### src/rtl/alu_mdu_pkg.sv
// alu_mdu_pkg: op codes, FSM states and op-class predicates for alu_mdu (divider ops legal only with ALU_MDU_DIV_EN)
package alu_mdu_pkg;
  localparam logic [4:0] OP_ADD = 5'd0, OP_SUB = 5'd1, OP_SLL = 5'd2, OP_SLT = 5'd3;
  localparam logic [4:0] OP_SLTU = 5'd4, OP_XOR = 5'd5, OP_SRL = 5'd6, OP_SRA = 5'd7;
  localparam logic [4:0] OP_OR = 5'd8, OP_AND = 5'd9, OP_EQ = 5'd10, OP_NEQ = 5'd11;
  localparam logic [4:0] OP_LT = 5'd12, OP_GE = 5'd13, OP_LTU = 5'd14, OP_GEU = 5'd15;
  localparam logic [4:0] OP_MUL = 5'd16, OP_MULH = 5'd17, OP_MULHSU = 5'd18, OP_MULHU = 5'd19;
  localparam logic [4:0] OP_DIV = 5'd20, OP_DIVU = 5'd21, OP_REM = 5'd22, OP_REMU = 5'd23;
`ifdef ALU_MDU_DIV_EN
  localparam bit DIV_EN = 1'b1;
`else
  localparam bit DIV_EN = 1'b0;
`endif
  typedef enum logic [1:0] {S_IDLE, S_MUL, S_DIV, S_DONE} state_t;
  function automatic logic is_mul(input logic [4:0] op);
    return op[4:2] == 3'b100;
  endfunction
  function automatic logic is_div(input logic [4:0] op);
    return op[4:2] == 3'b101;
  endfunction
  function automatic logic is_legal(input logic [4:0] op);
    return op[4:3] != 2'b11 && (DIV_EN || !is_div(op));
  endfunction
endpackage

### src/rtl/alu_div_iter.sv
// alu_div_iter: restoring divider, one quotient bit per cycle, sign fix-up folded into the last-step result
module alu_div_iter
  import alu_mdu_pkg::*;
#(
  parameter int XLEN = 32,
  parameter int SHW = $clog2(XLEN)
) (
  input  logic            clk,
  input  logic            reset_n,
  input  logic            start,
  input  logic            signed_mode,
  input  logic            want_rem,
  input  logic [XLEN-1:0] lhs,
  input  logic [XLEN-1:0] rhs,
  output logic            done,
  output logic [XLEN-1:0] result
);
  logic busy, qneg, rneg, wrem, lneg, rhneg;
  logic [SHW-1:0] cnt;
  logic [XLEN-1:0] rem, quo, dvs, rem_n, quo_n;
  logic [XLEN:0] sh, diff;
  assign lneg = signed_mode & lhs[XLEN-1];
  assign rhneg = signed_mode & rhs[XLEN-1];
  assign sh = {rem, quo[XLEN-1]};
  assign diff = sh - {1'b0, dvs};
  assign rem_n = diff[XLEN] ? sh[XLEN-1:0] : diff[XLEN-1:0];
  assign quo_n = {quo[XLEN-2:0], ~diff[XLEN]};
  assign done = busy && cnt == SHW'(XLEN - 1);
  // result is only meaningful while done is high; the caller captures it then
  assign result = wrem ? (rneg ? -rem_n : rem_n) : (qneg ? -quo_n : quo_n);
  always_ff @(posedge clk or negedge reset_n)
    if (!reset_n) begin
      busy <= 1'b0;
      cnt <= '0;
      rem <= '0;
      quo <= '0;
      dvs <= '0;
      qneg <= 1'b0;
      rneg <= 1'b0;
      wrem <= 1'b0;
    end else if (start) begin
      busy <= 1'b1;
      cnt <= '0;
      rem <= '0;
      quo <= lneg ? -lhs : lhs;
      dvs <= rhneg ? -rhs : rhs;
      qneg <= lneg ^ rhneg;
      rneg <= lneg;
      wrem <= want_rem;
    end else if (busy) begin
      rem <= rem_n;
      quo <= quo_n;
      cnt <= cnt + 1'b1;
      busy <= ~done;
    end
endmodule

### src/rtl/alu_mdu.sv
// alu_mdu: single-cycle ALU plus iterative MUL/DIV behind valid/ready; divider present only with ALU_MDU_DIV_EN
module alu_mdu
  import alu_mdu_pkg::*;
#(
  parameter int XLEN = 32,
  parameter int SHW = $clog2(XLEN)
) (
  input  logic            clk,
  input  logic            reset_n,
  input  logic            req_valid,
  output logic            req_ready,
  input  logic [4:0]      req_op,
  input  logic [XLEN-1:0] req_lhs,
  input  logic [XLEN-1:0] req_rhs,
  input  logic            kill,
  output logic            resp_valid,
  input  logic            resp_ready,
  output logic [XLEN-1:0] resp_data,
  output logic            resp_err
);
  state_t state, state_n;
  logic [SHW-1:0] cnt, sh;
  logic [2*XLEN-1:0] mp, mp_n, prod;
  logic [XLEN:0] msum;
  logic [XLEN-1:0] ma, alu, res, div_res;
  logic mneg, mhi, err, acc, legal, dz, ovf, special, multi, div_done, sa, sb, mlast;
  assign sh = req_rhs[SHW-1:0];
  assign legal = is_legal(req_op);
  assign dz = req_rhs == '0;
  assign ovf = (req_op == OP_DIV || req_op == OP_REM) && req_lhs == {1'b1, {(XLEN-1){1'b0}}} && &req_rhs;
  assign special = is_div(req_op) & (dz | ovf);
  assign multi = legal & (is_mul(req_op) | (is_div(req_op) & ~special));
  assign req_ready = ~kill & (state == S_IDLE || (state == S_DONE && resp_ready));
  assign acc = req_valid & req_ready;
  assign resp_valid = state == S_DONE;
  assign resp_data = res;
  assign resp_err = err;
  assign sa = req_op != OP_MULHU;
  assign sb = req_op == OP_MUL || req_op == OP_MULH;
  assign msum = {1'b0, mp[2*XLEN-1:XLEN]} + {1'b0, ma & {XLEN{mp[0]}}};
  assign mp_n = {msum, mp[XLEN-1:1]};
  assign prod = mneg ? -mp_n : mp_n;
  assign mlast = cnt == SHW'(XLEN - 1);
  always_comb begin
    alu = '0;
    case (req_op)
      OP_ADD:  alu = req_lhs + req_rhs;
      OP_SUB:  alu = req_lhs - req_rhs;
      OP_SLL:  alu = req_lhs << sh;
      OP_SLT:  alu = XLEN'($signed(req_lhs) < $signed(req_rhs));
      OP_SLTU: alu = XLEN'(req_lhs < req_rhs);
      OP_XOR:  alu = req_lhs ^ req_rhs;
      OP_SRL:  alu = req_lhs >> sh;
      OP_SRA:  alu = $signed(req_lhs) >>> sh;
      OP_OR:   alu = req_lhs | req_rhs;
      OP_AND:  alu = req_lhs & req_rhs;
      OP_EQ:   alu = XLEN'(req_lhs == req_rhs);
      OP_NEQ:  alu = XLEN'(req_lhs != req_rhs);
      OP_LT:   alu = XLEN'($signed(req_lhs) < $signed(req_rhs));
      OP_GE:   alu = XLEN'($signed(req_lhs) >= $signed(req_rhs));
      OP_LTU:  alu = XLEN'(req_lhs < req_rhs);
      OP_GEU:  alu = XLEN'(req_lhs >= req_rhs);
      OP_DIV, OP_DIVU: alu = dz ? '1 : req_lhs;
      OP_REM, OP_REMU: alu = dz ? req_lhs : '0;
      default: alu = '0;
    endcase
  end
  always_comb begin
    state_n = state;
    if (kill) state_n = S_IDLE;
    else if (acc) state_n = multi ? (is_mul(req_op) ? S_MUL : S_DIV) : S_DONE;
    else if (state == S_MUL && mlast) state_n = S_DONE;
    else if (state == S_DIV && div_done) state_n = S_DONE;
    else if (state == S_DONE && resp_ready) state_n = S_IDLE;
  end
  always_ff @(posedge clk or negedge reset_n)
    if (!reset_n) begin
      state <= S_IDLE;
      cnt <= '0;
      res <= '0;
      err <= 1'b0;
      mp <= '0;
      ma <= '0;
      mneg <= 1'b0;
      mhi <= 1'b0;
    end else begin
      state <= state_n;
      cnt <= (acc || kill) ? '0 : (state == S_MUL || state == S_DIV) ? cnt + 1'b1 : cnt;
      if (acc) begin
        if (!multi) res <= legal ? alu : '0;
        err <= ~legal;
        ma <= (sa & req_lhs[XLEN-1]) ? -req_lhs : req_lhs;
        mp <= {{XLEN{1'b0}}, (sb & req_rhs[XLEN-1]) ? -req_rhs : req_rhs};
        mneg <= (sa & req_lhs[XLEN-1]) ^ (sb & req_rhs[XLEN-1]);
        mhi <= req_op != OP_MUL;
      end else if (state == S_MUL) begin
        mp <= mp_n;
        if (mlast) res <= mhi ? prod[2*XLEN-1:XLEN] : prod[XLEN-1:0];
      end else if (state == S_DIV && div_done) begin
        res <= div_res;
      end
    end
`ifdef ALU_MDU_DIV_EN
  alu_div_iter #(.XLEN(XLEN), .SHW(SHW)) u_div (
    .clk(clk),
    .reset_n(reset_n),
    .start(acc & multi & is_div(req_op)),
    .signed_mode(~req_op[0]),
    .want_rem(req_op[1]),
    .lhs(req_lhs),
    .rhs(req_rhs),
    .done(div_done),
    .result(div_res)
  );
`else
  assign div_done = 1'b0;
  assign div_res = '0;
`endif
endmodule

### config.mk
export PLATFORM = sky130hd
export DESIGN_NAME = alu_mdu
export DESIGN_NICKNAME = d
export VERILOG_FILES = /design/src/rtl/alu_mdu_pkg.sv /design/src/rtl/alu_div_iter.sv /design/src/rtl/alu_mdu.sv
export SDC_FILE = /design/constraint.sdc
export NUM_CORES = 1
export LEC_CHECK = 0
export ABC_AREA = 1
export ABC_CLOCK_PERIOD_IN_PS = 3280
export CAP_MARGIN = 20
export CELL_PAD_IN_SITES_DETAIL_PLACEMENT = 0
export CELL_PAD_IN_SITES_GLOBAL_PLACEMENT = 1
export CORE_MARGIN = 5
export CORE_UTILIZATION = 35
export CTS_BUF_LIST = sky130_fd_sc_hd__clkbuf_8
export CTS_CLUSTER_SIZE = 24
export DETAILED_ROUTE_END_ITERATION = 16
export PLACE_DENSITY_LB_ADDON = 0.1
export SYNTH_ARGS = -nofsm -noshare
export SYNTH_HDL_FRONTEND = slang
export SYNTH_HIERARCHICAL = 1
export SYNTH_SLANG_ARGS = --single-unit
### constraint.sdc
create_clock -name clk -period 3.28 [get_ports clk]
set_input_delay 0.656 -clock clk [delete_from_list [all_inputs] [get_ports clk]]
set_output_delay 0.656 -clock clk [all_outputs]
set_load 0.02 [all_outputs]
==> results of run 1 <==
[routing by layer]
metal | wire length [um] | part of all wire, %
met1 | 53600 | 42
met2 | 55700 | 44
met3 | 7580 | 6.0
met4 | 10200 | 8.0
met5 | 13 | 0.010
[per-stage QoR]
stage	setup WS (ns)	total power, W	TNS (ns)	util (%)
floorplan	0.0366	0.00644	0	-
global placement	-0.997	0.0107	-18.09	48.8
detailed placement	-1.01	0.0107	-20.82	48.8
CTS	0.00213	0.0125	0	49.8
global route	-0.138	0.0141	-1.18	52.1
finish	-0.0722	0.0133	-0.0722	52.1
[cell families after synthesis]
| kind of cell | Yosys count |
|---|---|
| AND/OR/NAND/NOR | 1978 |
| AO/OA/AOI/OAI | 812 |
| buffers and inverters | 657 |
| adder cells (fa/ha/maj) | 141 |
| flip-flops | 138 |
| XOR/XNOR | 52 |
| multiplexers | 14 |
[flip-flops by register name, indices dropped and copies added (netlist names)]
register / cells
cnt: 5
mp: 64
state: 2
mneg: 1
resp_err: 1
resp_data: 32
ma: 32
mhi: 1
[placed cells by master (no fill, tap or decap), types with 12 or more instances in the layout]
master / synthesis / layout
a21oi_1: 250 / 218
a21oi_2: 4 / 33
a31oi_1: 14 / 14
buf_12: 0 / 16
buf_4: 5 / 904
clkbuf_8: 0 / 18
clkdlybuf4s50_1: 0 / 101
dfrtp_1: 138 / 136
ha_1: 138 / 103
ha_4: 0 / 33
inv_1: 453 / 427
inv_2: 31 / 57
mux2i_1: 14 / 14
nand2_1: 1109 / 1014
nand2_2: 42 / 104
nand2_4: 5 / 38
nand3_1: 266 / 248
nand3_2: 13 / 26
nand3b_1: 12 / 12
nand4_1: 58 / 58
nor2_1: 319 / 286
nor2_2: 34 / 49
nor2_4: 9 / 27
nor3_1: 55 / 45
nor3_2: 7 / 14
o2111ai_1: 17 / 15
o211ai_1: 20 / 20
o21ai_0: 358 / 345
o21ai_1: 34 / 43
o221ai_1: 32 / 32
o22ai_1: 17 / 17
or2_2: 14 / 14
xor2_1: 51 / 51
[power by group]
part	switching [W]	internal (W)	leakage, nW
clock network	0.000862	0.000712	0.202
logic	0.00528	0.00381	14.4
registers	0.000531	0.00216	1.73
total	0.00667	0.00668	16.3
[area by class of cell]
class,count,share of cell area [%]
antenna,1,0.00784
sequential,138,10.8
inverter,490,5.78
timing repair buffer,1036,26.0
tap,790,3.09
clock buffer,18,0.776
clock inverter,14,0.505
multi-input combinational,2997,53.0
[path summary, 6_finish.rpt]
kind,start,to,slack (ns),cells past startpoint
hold / removal,reset_n,ma[12],0.14,1
max in group asynchronous,reset_n,ma[24],2.39,2
hold reg to reg,ma[23],ma[23],0.49,2
min in group clk,ma[23],ma[23],0.49,2
setup reg to reg,mp[0],resp_data[28],0.06,24
setup / recovery,req_rhs[14],resp_data[19],-0.07,16
[what timing repair did]
item,4_1_cts,5_1_grt
gates resized for setup,50,311
hold buffers,0,0
gates cloned,0,3
pin swaps,3,90
setup endpoints to repair,21,36
setup buffers,2,15
[critical path: cells and delay by family]
kind	cells	cell delay [ns]
buffers and inverters	4	1.05
AO/OA/AOI/OAI	3	0.66
adder cells (fa/ha/maj)	1	0.35
AND/OR/NAND/NOR	8	1.06
==> metrics.csv, run 1 <==
metric;value;unit
CTS tree;built;
Slowest-stage cell, CP;clkdlybuf4s50_1;
failing checks;negative setup slack;
clock slew at reported path FFs;0.09;ns
max incr delay on CP;0.59;ns
boundary pin count;109;
gr busiest metal;met2;
Die H;258;um
H-tree levels;4;
post-layout min period;3.35;ns
Max-slew headroom;38.4;%
number of antenna-violating nets in the routed design;0;
RSZ-0062 raised after global routing;true;
Synth Cell Area;0.0215;mm2
first-pass GRT wire length;180000;um
mux cell area share after synthesis;0.651;%
multi-input logic area;0.0169;mm2
Longest Clk Path Bufs;2;
grt total ovfl;0;
drt total wl;127000;um
port bufs;108;
share of cells above drive strength 1;29.7;%
largest net degree at the start of global routing;70;
crit-path max FO;5;
Yosys reg bits;138;
initial antenna violation count;3;
DR iter-0 viols;2651;
Pins Over Slew Limit;0;
WP data required;3.70;ns
worst-path cell chain;clkdlybuf4s50_1 -> inv_1 -> ha_1 -> buf_4 -> nand2_1 -> o21ai_1 -> a21oi_1 -> buf_4 -> nand3_1 -> nand2_1 -> nand3_1 -> nand4_1 -> nor3_2 -> nor2_1 -> nor2_1 -> a21oi_1;
met1 Usage GRT;47.3;%
share of the synthesized area in the top cell type;19.3;%
synthesized net count;4007;
PnR worst setup slack;-0.0722;ns
Max Cap Viol;0;
Seq. cell area;0.00346;mm2
# DRC;0;
cells after synthesis;3792;
Hold/Removal Path Class;in2async;
Synth Flop Type;dfrtp_1;
synth unique cells;64;
initial core utilization;35.1;%
asr flop ratio synth;100;%
status;finished, violations left;
CTS Sinks;138;
vias in the first global route;27600;
DR vias;29300;
total core area;0.0613;mm2
Worst Path Arrival;3.77;ns
startpoint types;input pin;
Crit. End Element;flop;
# rows;91;
GRT Util Overall;36.5;%
number of enable flip-flop cells after synthesis;0;
xor-xnor portion of the synthesized cell area;2.15;%
register area share after synthesis;16.0;%
crit path kind;in2reg;
Least-Margin Pin Slew;0.923;ns
area leader, netlist;nand2_1;
Area Overhead vs Synth;48.4;%
placed cells;5431;
1st-pass router iterations;6;
Max IR drop VDD;0.315;mV
DP Area;0.0299;mm2
syn avg cell area;5.68;um2
die area;0.0666;mm2
simple-gate share of the synthesized area;39.8;%
hold slack;0.140;ns
synthesized-area fraction occupied by adder cells;8.30;%
synth top area cells;nand2_1 (19%), dfrtp_1 (16%), o21ai_0 (8.3%), ha_1 (8.0%), inv_1 (7.9%);
final instance area;0.0319;mm2
Nets;4895;
PwrDens;418;mW/mm2
final worst path period share;102;%
grt met3 use;4.53;%
routability cong.;1.06;
CTS Buf Count;17;
leakage;16.3;nW
Yosys Warn Count;6;
most frequent cell after synthesis;nand2_1;
die width;258;um
Clock Skew;0.0235;ns
Detail Placement HPWL;107000;um
top cells by count, synth;nand2_1 (1109), inv_1 (453), o21ai_0 (358);
Final Setup Violations;1;
endpoints failing hold;0;
WL/cell;23.2;um
met2 usage;58.1;%
clock root cell;clkbuf_8;
Cell Count, Final, Fillers Out;5484;
Max Fclk;298;MHz
Clock Latency Late Sink;0.55;ns
largest family of logic cells by synthesized area;simple AND/OR/NAND/NOR gates;
routed vias/inst;5.33;
Fillers;6612;
Synth Area in Compound Gates;21.1;%
No activity file was read; power rests on OpenSTA's default activity.
==> run 2: changes to the inputs <==
--- a/config.mk
+++ b/config.mk
@@ -15,6 +15,7 @@
 export CTS_BUF_LIST = sky130_fd_sc_hd__clkbuf_8
 export CTS_CLUSTER_SIZE = 24
 export DETAILED_ROUTE_END_ITERATION = 16
+export GPL_TIMING_DRIVEN = 0
 export PLACE_DENSITY_LB_ADDON = 0.1
 export SYNTH_ARGS = -nofsm -noshare
 export SYNTH_HDL_FRONTEND = slang
==> run 2 against run 1 <==
  * Utilization down 8.4 points
  * The flow still finishes with violations (negative setup slack)
  * Global-route usage up 0.37 points
  * Combinational power shrank 12%
  * Routed wire length grew 1.7%
  * Critical endpoint is now resp_data[23]
  * Clock skew up 0.011 ns
  * Via count decreased by 5.1%
==> metrics.csv, run 2 (synthesis results as in run 1) <==
metric;value;unit
initial antenna violation count;2;
clock slew at reported path FFs;0.13;ns
uppermost layer routed;met4;
DP Area;0.0236;mm2
boundary pin count;109;
CTS Sinks;138;
Final Setup Violations;6;
PnR worst setup slack;-0.108;ns
die width;258;um
Sw Pwr;0.00661;W
1st-pass router iterations;6;
commonest non-fill, non-tap cell in the layout;nand2_1;
Max Cap Viol;0;
Longest Clk Path Bufs;2;
Top reg by flops;mp;
worst reg2reg setup slack;0;ns
leakage;12.8;nW
Worst Path Arrival;3.83;ns
final instance area;0.0268;mm2
Reg2Reg Launch Point;mp[0];
WL/cell;26.8;um
share of cells above drive strength 1;19.1;%
WP data required;3.72;ns
vias in the first global route;25800;
clock root cell;clkbuf_8;
post-layout min period;3.39;ns
met3 WL post-DR;9100;um
Max Fclk;295;MHz
routed vias/inst;5.76;
wl on met1;52800;um
drt total wl;129000;um
# DRC;0;
R2R depth;25;
# rows;91;
Area Overhead vs Synth;24.5;%
die area;0.0666;mm2
max reg flops;64;
port bufs;108;
Least-Margin Pin Slew;0.907;ns
CTS tree;built;
Cell Count, Final, Fillers Out;4815;
crit path kind;in2reg;
GRT Util Overall;36.9;%
RSZ-0062 raised after global routing;true;
DR iter-0 viols;2960;
grt total ovfl;0;
Pins Over Slew Limit;0;
number of antenna-violating nets in the routed design;0;
Fillers;6932;
switching part of the total power;54.8;%
Hold Buf Count CTS;0;
Comb power frac;66.1;%
crit-path max FO;6;
Crit. End Element;flop;
H-tree levels;4;
DR vias;27800;
post-place setup slack;-2.69;ns
Detail Placement HPWL;106000;um
clock power share;12.5;%
Max IR drop VDD;0.248;mV
routability cong.;1.07;
Hold/Removal Path Class;in2async;
failing checks;negative setup slack;
Max-slew headroom;39.1;%
Internal Pwr Total;0.00545;W
total core area;0.0613;mm2
RR Endpoint;resp_data[25];
final worst path period share;103;%
most frequent cells in the layout;nand2_1 (1020), inv_1 (411), o21ai_0 (321), nor2_1 (266), nand3_1 (228);
Die H;258;um
placed cells;4694;
CTS Buf Count;17;
Clock Skew;0.0345;ns
largest net degree at the start of global routing;89;
startpoint types;input pin;
initial core utilization;35.1;%
Clock Latency Late Sink;0.53;ns
endpoints failing hold;0;
met2 WL;58100;um
status;finished, violations left;
Flop pwr share;21.5;%
PwrDens;450;mW/mm2
first-pass GRT wire length;181000;um
Nets;4225;
==> run 2: cell types whose count changed in the layout (fill, tap and decap cells not counted), moves of 20 or more <==
| cell | before | now |
|---|---|---|
| buf_2 | 3 | 45 |
| buf_4 | 904 | 95 |
| clkbuf_1 | 0 | 61 |
| clkdlybuf4s50_1 | 101 | 52 |
| nand3_1 | 248 | 228 |
| o21ai_0 | 345 | 321 |
| nor2_1 | 286 | 266 |
| clkbuf_2 | 0 | 27 |
==> run 2: layer usage <==
metal	vias up	track usage (%)
met1	13200	47.4
met4	0	21.0
met2	1304	59.6
met3	308	4.86
li1	12900	-
met5	-	0
==> run 2: critical path, stage by stage <==
cell	delay, ns
buf_2	0.28
clkinvlp_4	0.28
buf_4	0.19
buf_4	0.15
o21ai_0	0.41
mux2i_1	0.18
o21ai_0	0.57
nand2_1	0.11
nand3_1	0.11
o211ai_1	0.21
nand3_2	0.21
nor2_1	0.08
nand3_2	0.13
a21oi_1	0.08
a21oi_1	0.16
==> run 2: worst max-delay path by stage <==
stage                    end         from  slack, ns  cells past startpoint
4_1_cts        resp_data[29]        mp[0]     0.0004                     22
3_3_place_gp          mp[25]      reset_n      -4.33                      1
2_1_floorplan  resp_data[30]   req_rhs[3]       0.04                     19
5_1_grt        resp_data[25]        mp[0]       -0.1                     24
3_5_place_dp    resp_data[8]   req_rhs[3]      -2.69                     16
6_report       resp_data[23]  req_lhs[13]      -0.11                     15
==> run 2: per-stage QoR <==
step                      total power (W)  hold WS, ns  utilization, %  TNS (ns)
after floorplan                   0.00644        0.360               -         0
after global placement            0.00911        0.467            38.5   -692.46
after detailed placement          0.00909        0.474            38.6    -96.45
after CTS                          0.0110       0.0626            41.3         0
after global routing               0.0127        0.102            43.7    -0.911
final                              0.0121       0.0575            43.7    -0.378
==> run 2: power groups by stage <==
stage	combinational, W	sequential [W]	clock (W)
final	0.00797	0.00259	0.00150
after global routing	0.00851	0.00263	0.00159
after CTS	0.00693	0.00255	0.00153
after detailed placement	0.00653	0.00256	0
after global placement	0.00655	0.00256	0
after floorplan	0.00379	0.00265	0
==> run 2: cell type report <==
class                      instances  area [um2]  share of cell area (%)
tap                              790         988                    3.69
antenna                            2        5.00                  0.0187
clock inverter                    15         169                   0.631
inverter                         490        1940                    7.25
timing repair buffer             203        1710                    6.39
multi-input combinational       2997       17300                    64.7
sequential                       138        3450                    12.9
buffer                           163         946                    3.53
clock buffer                      17         234                   0.874
==> run 2: repair_timing <==
| action | CTS | global route |
|---|---|---|
| hold endpoints to repair | 0 | 0 |
| cloned | 0 | 1 |
| endpoints found under the setup margin | 65 | 39 |
| setup buffers | 50 | 40 |
| pin swaps | 31 | 111 |
| resized for setup | 438 | 368 |
